File: config.mk
export PLATFORM = sky130hd
export DESIGN_NAME = filter_stream_arbiter
export DESIGN_NICKNAME = d
export VERILOG_FILES = /design/src/rtl/filter_arb_pkg.sv /design/src/rtl/filter_stream_arbiter_tag_fifo.sv /design/src/rtl/filter_stream_arbiter.sv
export SDC_FILE = /design/constraint.sdc
export NUM_CORES = 1
export LEC_CHECK = 0
export BUFFER_PORTS_ARGS = -buffer_cell sky130_fd_sc_hd__buf_4
export CAP_MARGIN = 20
export CORE_AREA = 2 2 125 127
export CTS_BUF_LIST = sky130_fd_sc_hd__clkbuf_4 sky130_fd_sc_hd__clkbuf_8 sky130_fd_sc_hd__clkbuf_16
export DETAILED_ROUTE_END_ITERATION = 16
export DIE_AREA = 0 0 127 129
export PLACE_DENSITY = 0.53
export SLEW_MARGIN = 20
export SYNTH_ARGS = -nofsm -noshare
export SYNTH_HDL_FRONTEND = slang
export SYNTH_HIERARCHICAL = 1
export SYNTH_SLANG_ARGS = --single-unit
File: constraint.sdc
create_clock -name clk_in -period 6.9 [get_ports clk_in]
set_input_delay 0 -clock clk_in [delete_from_list [all_inputs] [get_ports clk_in]]
set_output_delay 0 -clock clk_in [all_outputs]
set_load 0.005 [all_outputs]
File: src/rtl/filter_arb_pkg.sv
// rtl/filter_arb_pkg.sv - shared types for filter_stream_arbiter and its tag FIFO
package filter_arb_pkg;

  typedef enum logic {SRC_A = 1'b0, SRC_B = 1'b1} src_e;

  typedef enum logic {ARB = 1'b0, FEED = 1'b1} state_e;

  typedef struct packed {
    logic [15:0] pixel;
    logic [7:0]  hcount;
    logic [8:0]  vcount;
  } pixel_beat_t;

  function automatic logic at_pos(input pixel_beat_t beat, input logic [7:0] h, input logic [8:0] v);
    return (beat.hcount == h) && (beat.vcount == v);
  endfunction

endpackage

File: src/rtl/filter_stream_arbiter_tag_fifo.sv
// rtl/filter_stream_arbiter_tag_fifo.sv - 1-bit source-tag FIFO, one entry per granted frame
module tag_fifo #(
  parameter int DEPTH = 2
) (
  input  logic clk_in,
  input  logic rst_in,
  input  logic push_in,
  input  logic tag_in,
  input  logic pop_in,
  output logic head_out,
  output logic full_out,
  output logic empty_out
);

  localparam int AW = (DEPTH > 1) ? $clog2(DEPTH) : 1;
  localparam int CW = AW + 1;
  localparam logic [CW-1:0] FULL_CNT = CW'(DEPTH);

  logic [DEPTH-1:0] mem_q, mem_d;
  logic [AW-1:0]    wr_q, wr_d, rd_q, rd_d;
  logic [CW-1:0]    cnt_q, cnt_d;
  logic             do_push, do_pop;

  assign full_out  = (cnt_q == FULL_CNT);
  assign empty_out = (cnt_q == '0);
  assign head_out  = mem_q[rd_q];

  always_comb begin
    do_push = push_in && !full_out;
    do_pop  = pop_in && !empty_out;
    mem_d   = mem_q;
    wr_d    = wr_q;
    rd_d    = rd_q;
    cnt_d   = cnt_q;
    if (do_push) begin
      mem_d[wr_q] = tag_in;
      wr_d        = wr_q + 1'b1;
    end
    if (do_pop) begin
      rd_d = rd_q + 1'b1;
    end
    // A simultaneous push and pop leaves occupancy unchanged.
    case ({do_push, do_pop})
      2'b10:   cnt_d = cnt_q + 1'b1;
      2'b01:   cnt_d = cnt_q - 1'b1;
      default: cnt_d = cnt_q;
    endcase
  end

  always_ff @(posedge clk_in) begin
    if (!rst_in) begin
      mem_q <= '0;
      wr_q  <= '0;
      rd_q  <= '0;
      cnt_q <= '0;
    end else begin
      mem_q <= mem_d;
      wr_q  <= wr_d;
      rd_q  <= rd_d;
      cnt_q <= cnt_d;
    end
  end

endmodule

File: src/rtl/filter_stream_arbiter.sv
// rtl/filter_stream_arbiter.sv - frame-granular sharing of one filter between streams A and B
// Optional frame/drop counters are enabled with FILTER_ARB_STATS_EN.
module filter_stream_arbiter
  import filter_arb_pkg::*;
#(
  parameter int H_MAX     = 239,
  parameter int V_MAX     = 319,
  parameter int TAG_DEPTH = 2
) (
  input  logic        clk_in,
  input  logic        rst_in,
  input  logic        a_valid_in,
  input  logic        b_valid_in,
  input  logic [15:0] a_pixel_in,
  input  logic [15:0] b_pixel_in,
  input  logic [7:0]  a_hcount_in,
  input  logic [7:0]  b_hcount_in,
  input  logic [8:0]  a_vcount_in,
  input  logic [8:0]  b_vcount_in,
  input  logic [2:0]  a_kernel_in,
  input  logic [2:0]  b_kernel_in,
  output logic        f_valid_out,
  output logic [15:0] f_pixel_out,
  output logic [7:0]  f_hcount_out,
  output logic [8:0]  f_vcount_out,
  output logic [2:0]  f_kernel_out,
  input  logic        f_valid_in,
  input  logic [15:0] f_pixel_in,
  input  logic [7:0]  f_hcount_in,
  input  logic [8:0]  f_vcount_in,
  output logic        a_valid_out,
  output logic        b_valid_out,
  output logic [15:0] pixel_data_out,
  output logic [7:0]  hcount_out,
  output logic [8:0]  vcount_out,
  output logic        owner_out,
`ifdef FILTER_ARB_STATS_EN
  output logic [15:0] a_frames_out,
  output logic [15:0] b_frames_out,
  output logic [15:0] a_drops_out,
  output logic [15:0] b_drops_out,
`endif
  output logic        busy_out
);

  localparam logic [7:0] H_LAST = 8'(H_MAX);
  localparam logic [8:0] V_LAST = 9'(V_MAX);

  pixel_beat_t a_beat, b_beat, own_beat, ret_beat;
  logic        a_start, a_end, b_start, b_end;
  logic        own_is_b, own_valid, own_start, own_end;
  logic [2:0]  own_kernel;

  state_e      state_q, state_d;
  src_e        owner_q, owner_d, last_q, last_d, grant_src, push_tag;
  logic        f_valid_q, f_valid_d;
  pixel_beat_t f_beat_q, f_beat_d;
  logic [2:0]  f_kernel_q, f_kernel_d;
  logic        push, pop, ret_end;
  logic        fifo_head, fifo_full, fifo_empty;
  logic        r_a_q, r_a_d, r_b_q, r_b_d;
  pixel_beat_t r_beat_q, r_beat_d;

  assign a_beat   = {a_pixel_in, a_hcount_in, a_vcount_in};
  assign b_beat   = {b_pixel_in, b_hcount_in, b_vcount_in};
  assign ret_beat = {f_pixel_in, f_hcount_in, f_vcount_in};

  assign a_start = a_valid_in && at_pos(a_beat, 8'd0, 9'd0);
  assign a_end   = a_valid_in && at_pos(a_beat, H_LAST, V_LAST);
  assign b_start = b_valid_in && at_pos(b_beat, 8'd0, 9'd0);
  assign b_end   = b_valid_in && at_pos(b_beat, H_LAST, V_LAST);

  assign own_is_b   = (owner_q == SRC_B);
  assign own_valid  = own_is_b ? b_valid_in : a_valid_in;
  assign own_start  = own_is_b ? b_start : a_start;
  assign own_end    = own_is_b ? b_end : a_end;
  assign own_beat   = own_is_b ? b_beat : a_beat;
  assign own_kernel = own_is_b ? b_kernel_in : a_kernel_in;

  always_comb begin
    state_d    = state_q;
    owner_d    = owner_q;
    last_d     = last_q;
    f_valid_d  = 1'b0;
    f_beat_d   = f_beat_q;
    f_kernel_d = f_kernel_q;
    push       = 1'b0;
    push_tag   = SRC_A;
    grant_src  = SRC_A;
    case (state_q)
      ARB: begin
        if (!fifo_full && (a_start || b_start)) begin
          if (a_start && b_start) begin
            grant_src = (last_q == SRC_A) ? SRC_B : SRC_A;
          end else begin
            grant_src = a_start ? SRC_A : SRC_B;
          end
          push       = 1'b1;
          push_tag   = grant_src;
          owner_d    = grant_src;
          last_d     = grant_src;
          f_kernel_d = (grant_src == SRC_B) ? b_kernel_in : a_kernel_in;
          f_valid_d  = 1'b1;
          f_beat_d   = (grant_src == SRC_B) ? b_beat : a_beat;
          state_d    = FEED;
        end
      end
      FEED: begin
        if (own_valid) begin
          // A restart by the owner closes the old frame and regrants it at once.
          if (own_start) begin
            if (!fifo_full) begin
              push       = 1'b1;
              push_tag   = owner_q;
              last_d     = owner_q;
              f_kernel_d = own_kernel;
              f_valid_d  = 1'b1;
              f_beat_d   = own_beat;
            end else begin
              state_d = ARB;
            end
          end else begin
            f_valid_d = 1'b1;
            f_beat_d  = own_beat;
            if (own_end) begin
              state_d = ARB;
            end
          end
        end
      end
      default: state_d = ARB;
    endcase
  end

  always_comb begin
    ret_end  = f_valid_in && at_pos(ret_beat, H_LAST, V_LAST);
    pop      = ret_end && !fifo_empty;
    r_beat_d = f_valid_in ? ret_beat : r_beat_q;
    r_a_d    = f_valid_in && !fifo_empty && !fifo_head;
    r_b_d    = f_valid_in && !fifo_empty && fifo_head;
  end

  always_ff @(posedge clk_in) begin
    if (!rst_in) begin
      state_q    <= ARB;
      owner_q    <= SRC_A;
      last_q     <= SRC_B;
      f_valid_q  <= 1'b0;
      f_beat_q   <= '0;
      f_kernel_q <= '0;
      r_a_q      <= 1'b0;
      r_b_q      <= 1'b0;
      r_beat_q   <= '0;
    end else begin
      state_q    <= state_d;
      owner_q    <= owner_d;
      last_q     <= last_d;
      f_valid_q  <= f_valid_d;
      f_beat_q   <= f_beat_d;
      f_kernel_q <= f_kernel_d;
      r_a_q      <= r_a_d;
      r_b_q      <= r_b_d;
      r_beat_q   <= r_beat_d;
    end
  end

  tag_fifo #(
    .DEPTH(TAG_DEPTH)
  ) u_tag_fifo (
    .clk_in   (clk_in),
    .rst_in   (rst_in),
    .push_in  (push),
    .tag_in   (push_tag == SRC_B),
    .pop_in   (pop),
    .head_out (fifo_head),
    .full_out (fifo_full),
    .empty_out(fifo_empty)
  );

  assign f_valid_out    = f_valid_q;
  assign f_pixel_out    = f_beat_q.pixel;
  assign f_hcount_out   = f_beat_q.hcount;
  assign f_vcount_out   = f_beat_q.vcount;
  assign f_kernel_out   = f_kernel_q;
  assign a_valid_out    = r_a_q;
  assign b_valid_out    = r_b_q;
  assign pixel_data_out = r_beat_q.pixel;
  assign hcount_out     = r_beat_q.hcount;
  assign vcount_out     = r_beat_q.vcount;
  assign owner_out      = (owner_q == SRC_B);
  assign busy_out       = (state_q == FEED);

`ifdef FILTER_ARB_STATS_EN
  logic [15:0] a_frames_q, a_frames_d, b_frames_q, b_frames_d;
  logic [15:0] a_drops_q, a_drops_d, b_drops_q, b_drops_d;
  logic        grant_a, grant_b;

  // Every frame start that did not become a push was dropped.
  always_comb begin
    grant_a    = push && (push_tag == SRC_A);
    grant_b    = push && (push_tag == SRC_B);
    a_frames_d = a_frames_q + {15'd0, grant_a};
    b_frames_d = b_frames_q + {15'd0, grant_b};
    a_drops_d  = a_drops_q + {15'd0, a_start && !grant_a};
    b_drops_d  = b_drops_q + {15'd0, b_start && !grant_b};
  end

  always_ff @(posedge clk_in) begin
    if (!rst_in) begin
      a_frames_q <= '0;
      b_frames_q <= '0;
      a_drops_q  <= '0;
      b_drops_q  <= '0;
    end else begin
      a_frames_q <= a_frames_d;
      b_frames_q <= b_frames_d;
      a_drops_q  <= a_drops_d;
      b_drops_q  <= b_drops_d;
    end
  end

  assign a_frames_out = a_frames_q;
  assign b_frames_out = b_frames_q;
  assign a_drops_out  = a_drops_q;
  assign b_drops_out  = b_drops_q;
`endif

endmodule

# Yosys cells after proc, flatten, opt, wreduce, memory -nomap -nowiden
# Cells that the tools add are included.
# classes
magnitude_cmp	3
bitwise	1
n_eq_ne	14
muxes	50
reduce_logical	32
addsub	4
# op_table
op	count
33-bit two-way mux	6
33-bit case mux with 2 select lines	1
1-bit two-way mux	28
9-bit equality test (second input constant)	3
8-bit equality test (second input constant)	3
1-bit logical AND	19
9-bit logical NOT	2
3-bit two-way mux	6
8-bit logical NOT	2
1-bit case mux with 2 select lines	5
2-bit != test (second input constant)	4
3-bit case mux with 2 select lines	1
2-bit equality test (second input constant)	2
1-bit by 2-bit less-than comparator with 1-bit output (second input constant)	2
2-bit case mux with 2 select lines	1
4-bit AND reduction	1
1-bit logical NOT	3
3-bit != test (second input constant)	1
3-bit AND reduction	1
1-bit adder (second input constant)	2
2-bit by 1-bit adder with 2-bit output (second input constant)	1
2-bit bitwise mux	1
2-bit by 1-bit equality test with 1-bit output (second input constant)	1
2-bit logical NOT	1
other kinds (7)	7
# totals
out_inout_bits	74
elab_cells	121
regBits	81
inputBits	110

# Longest topological paths before layout
# depth
depth_word	10
ltp_mapped	10
ltp_nobuf	10

# Modules after synthesis
# Netlist, hierarchy kept.
# modules_own_cells
module	n_inst	seq_area_each_um2	area_each_um2	cells_each
filter_stream_arbiter	1	1501.4	3372.0	382
tag_fifo	1	120.1	292.8	31

# Least setup slack after synthesis
# No wires, ideal clock.
# synth_timing
path_kind	input to register
start	input b_vcount_in[0]
end	register u_tag_fifo.cnt_q[1]
path_buffers	0
setup_slack_ps	4565
required_ps	6824
t_arrival_ps	2259
path_stages	9
setup_time_ps	76
path_cell_list	nor4_1 -> nand3_1 -> or2_2 -> mux2_2 -> a221oi_1 -> nand2_1 -> ha_1 -> or3_1 -> a21boi_0
# synth_via
elab_chain_len	10
# synth_lines
element	line_no	text
from (decl)	filter_stream_arbiter.sv:19	input logic [8:0] b_vcount_in,
9-bit logical NOT (*)	filter_arb_pkg.sv:15	return (beat.hcount == h) && (beat.vcount == v);
1-bit logical AND (*)	filter_arb_pkg.sv:15	
1-bit logical AND (*)	filter_stream_arbiter.sv:70	assign b_start = b_valid_in && at_pos(b_beat, 8'd0, 9'd0);
1-bit two-way mux / 1-bit logical OR (equally long branches)	filter_stream_arbiter.sv:75, filter_stream_arbiter.sv:92	
1-bit two-way mux / 1-bit logical AND (equally long branches)	filter_stream_arbiter.sv:111, filter_stream_arbiter.sv:92	
1-bit two-way mux (on tied branches)	filter_stream_arbiter.sv:109, filter_stream_arbiter.sv:92	
1-bit case mux with 2 select lines (*)	filter_stream_arbiter.sv:90	case (state_q)
via push	filter_stream_arbiter.sv:59	logic push, pop, ret_end;
1-bit logical AND (*)	filter_stream_arbiter_tag_fifo.sv:29	do_push = push_in && !full_out;
2-bit by 1-bit equality test with 1-bit output / 2-bit equality test (equally long branches)	filter_stream_arbiter_tag_fifo.sv:43	case ({do_push, do_pop})
2-bit case mux with 2 select lines / 2-bit nonzero test (equally long branches)	n/a	
to (signal assigned)	filter_stream_arbiter_tag_fifo.sv:60	cnt_q <= cnt_d;
to (decl)	filter_stream_arbiter_tag_fifo.sv:21	logic [CW-1:0] cnt_q, cnt_d;
# Mark *: on every way through the listed nets, which the timed path passes. The rest lies on a longest branch.
# A chain may end at the register's enable or synchronous reset.

# Worst setup path after layout
# layout_timing
start	register u_tag_fifo.cnt_q[0]
end	register f_beat_q (netlist bit f_pixel_out[13])
# layout_via
elab_chain_len	5
# layout_lines
element	line_no	text
2-bit equality test (*)	filter_stream_arbiter_tag_fifo.sv:24	assign full_out = (cnt_q == FULL_CNT);
via fifo_full	filter_stream_arbiter.sv:60	logic fifo_head, fifo_full, fifo_empty;
1-bit logical NOT	filter_stream_arbiter.sv:92	if (!fifo_full && (a_start || b_start)) begin
1-bit logical AND	filter_stream_arbiter.sv:92	
2-bit != test (no line)	n/a	
3-bit AND reduction (no line) (*)	n/a	
to (signal assigned)	filter_stream_arbiter.sv:159	f_beat_q <= f_beat_d;
to (decl)	filter_stream_arbiter.sv:57	pixel_beat_t f_beat_q, f_beat_d;
# Marked as above.

==> impl_results.md <==
- Slew Viols, Final: 0
- Total grt overflow: 0
- Top Ports: 184
- Via Count: 4,094
- Post-synthesis cell count: 413
- Vias in the first global route: 4,062
- First-pass GRT wire length: 20,500 um
- Outcome: completed
- Number of synthesized flops with an enable pin: 0
- Avg Inst Size Synth: 8.87 um2
- Final worst-path cycle share: 0.468
- CTS tree: done
- CP peak stage delay: 0.60 ns
- Ant. Diodes: 0
- Drt pass-1 iters: 4
- Worst-margin pin slew: 0.850 ns
- CTS sink count: 81
- Vias per cell: 4.86
- Clock Skew: 0.00552 ns
- PortBufs: 183
- Largest fanout on the critical path: 36
- Routability Congestion: 0.814
- Filler cell count: 1,497
- Most frequent cells in the layout: buf_4 (186), dfxtp_1 (81), dlygate4sd3_1 (72)
- Hold Path Class: input port to register
- Final nets: 760
- Ys flop type: dfxtp_1
- Final HPWL DP: 9290 um
- Relative slew slack: 0.432
- Final WL: 13,200 um
- Max-cap violations: 0
- Ys Warns: 6
- Post-synth top area cell: dfxtp_1
- Area fraction of the dominant cell type after synthesis: 0.442
- Horiz. Die Dim: 127 um
- WP buf/inv: 3
- Fmax: 310 MHz
- CTS resizes: 0
- Syn Nets: 524
- RSZ-0062 raised after global routing: false
- Num CTS Buffers: 9
- Critical Path AT: 3.45 ns
- FFs w/ async S/R, synth: 0
- Sequential area share after synthesis: 0.442
- Critical-path cell list: nand2b_2 -> inv_2 -> nor3_1 -> a211o_2 -> and2_1 -> buf_4 -> a311oi_1 -> dlygate4sd3_1
- CP Capture Type: register
- Most common cell after layout, fill and taps aside: buf_4
- Gr usage total: 0.157
- Clock transition at path regs: 0.06 ns
- TNS Setup: 0 ns
- DRC: 0
- Largest net degree at the start of global routing: 69
- Top cells by area, synth: dfxtp_1 (44%), mux2i_1 (9.8%), nand2_1 (5.0%)
- CP required: 7.12 ns
- Initial Util: 0.245
- Final ANT Viol Nets: 0
- Core outline area: 15,000 um2
- Post-CTS Setup Bufs: 0
- Total design power: 1.07 mW
- Static Leak: 2.73 nW
- Iter 0 DRT Violations: 212
- DR WL/cell: 15.7 um
- Deepest clock path buffer count: 2
- Pwr/cell area: 174 nW/um2
- Number of synthesized register bits: 81
- CTS H-tree lvls: 3
- Minimum clock period: 3.23 ns
- Layout cells sized above 1: 0.327
- Highest-delay cell along the critical path: dlygate4sd3_1
- Setup violators final: 0
- Peak VDD IR: 0.000108 V
- CP Class: register to register
- Mapped cell area: 3660 um2
- Cell class contributing the biggest share of worst-path delay: buffers and inverters
- Row count: 45
- Total die area: 16,400 um2
- CP startpoint kind: register
- Final Hold Vio Count: 0
- Initial antenna violation count: 0
- Distinct cells, synth: 51
- Worst skew pair latency: 0.34 ns
- Area growth syn-to-layout: 68.1%
- Die span in y: 129 um
- Clock Root Buffer: clkbuf_16
[registers in the layout, indices dropped and copies added (netlist names), 2 cells and up]
register	count
pixel_data_out	16
f_pixel_out	16
f_hcount_out	8
u_tag_fifo/mem_q	2
vcount_out	9
f_kernel_out	3
u_tag_fifo/cnt_q	2
f_vcount_out	9
hcount_out	8
[kinds of logic (layout without fill, tap and decap cells)]
family | count (synthesis) | count (layout) | synth area share
AO/OA/AOI/OAI | 105 | 105 | 0.196
AND/OR/NAND/NOR | 147 | 147 | 0.202
XOR/XNOR | 3 | 3 | 0.00717
multiplexers | 38 | 38 | 0.104
adder cells (fa/ha/maj) | 1 | 1 | 0.00341
buffers and inverters | 38 | 279 | 0.0447
flip-flops | 81 | 81 | 0.442
[power breakdown]
group	switching, mW	internal [mW]
Combinational	0.0557	0.0894
Sequential	0.00595	0.479
Clock	0.191	0.253
[routing by layer]
metal / GRT usage / up-vias / part of all wire
li1: - / 1991 / -
met1: 0.197 / 1893 / 0.44
met2: 0.264 / 185 / 0.47
met3: 0.0432 / 25 / 0.072
met4: 0.0504 / 0 / 0.018
met5: 0 / - / 0
[area by class of cell]
class | count | area (um2) | area share
timing repair buffer | 258 | 2120 | 0.344
multi-input combinational | 294 | 1880 | 0.306
sequential | 81 | 1620 | 0.263
clock buffer | 10 | 239 | 0.0388
tap | 188 | 235 | 0.0382
clock inverter | 6 | 41.3 | 0.00670
inverter | 5 | 21.3 | 0.00345
[metrics by stage]
step | utilization | hold WS (ns) | std cells | instance area [um2] | setup WS [ns]
final | 0.411 | 0.0612 | 842 | 6160 | 3.67
after floorplan | - | 0.122 | 413 | 3660 | 4.57
after global routing | 0.411 | 0.0650 | 842 | 6160 | 3.46
after global placement | 0.344 | 0.237 | 754 | 5150 | 3.94
after detailed placement | 0.344 | 0.246 | 754 | 5160 | 3.79
after CTS | 0.411 | 0.0421 | 842 | 6160 | 3.35
[worst min-delay path: stages]
cell	delay, ns
buf_4	0.12
a22oi_1	0.14
a211oi_1	0.09
[synthesized netlist by cell type, drive strengths merged, types with 14 or more instances]
master   n
mux2i   36
a211oi  17
clkbuf  19
dfxtp   81
a22oi   17
nand2   49
a311oi  16
a21oi   34
nor2    43
buf     14
[worst paths after layout]
| check | from | to | slack (ns) | depth (start not counted) |
|---|---|---|---|---|
| hold reg to reg | u_tag_fifo/mem_q[1]$_SDFFE_PN0P_ | u_tag_fifo/mem_q[1]$_SDFFE_PN0P_ | 0.46 | 2 |
| setup reg to reg | u_tag_fifo/cnt_q[0]$_SDFFE_PN0P_ | f_pixel_out[13]$_SDFFE_PN0P_ | 3.67 | 8 |
| setup / recovery | u_tag_fifo/cnt_q[0]$_SDFFE_PN0P_ | f_pixel_out[13]$_SDFFE_PN0P_ | 3.67 | 8 |
| hold / removal | b_vcount_in[2] | f_vcount_out[2]$_SDFFE_PN0P_ | 0.06 | 3 |
[timing repair]
item | 4_1_cts | 5_1_grt
endpoints found under the setup margin | 0 | 0
hold buffers | 72 | 0
hold endpoints to repair | 54 | 0
(Power assumes the default switching activity.)
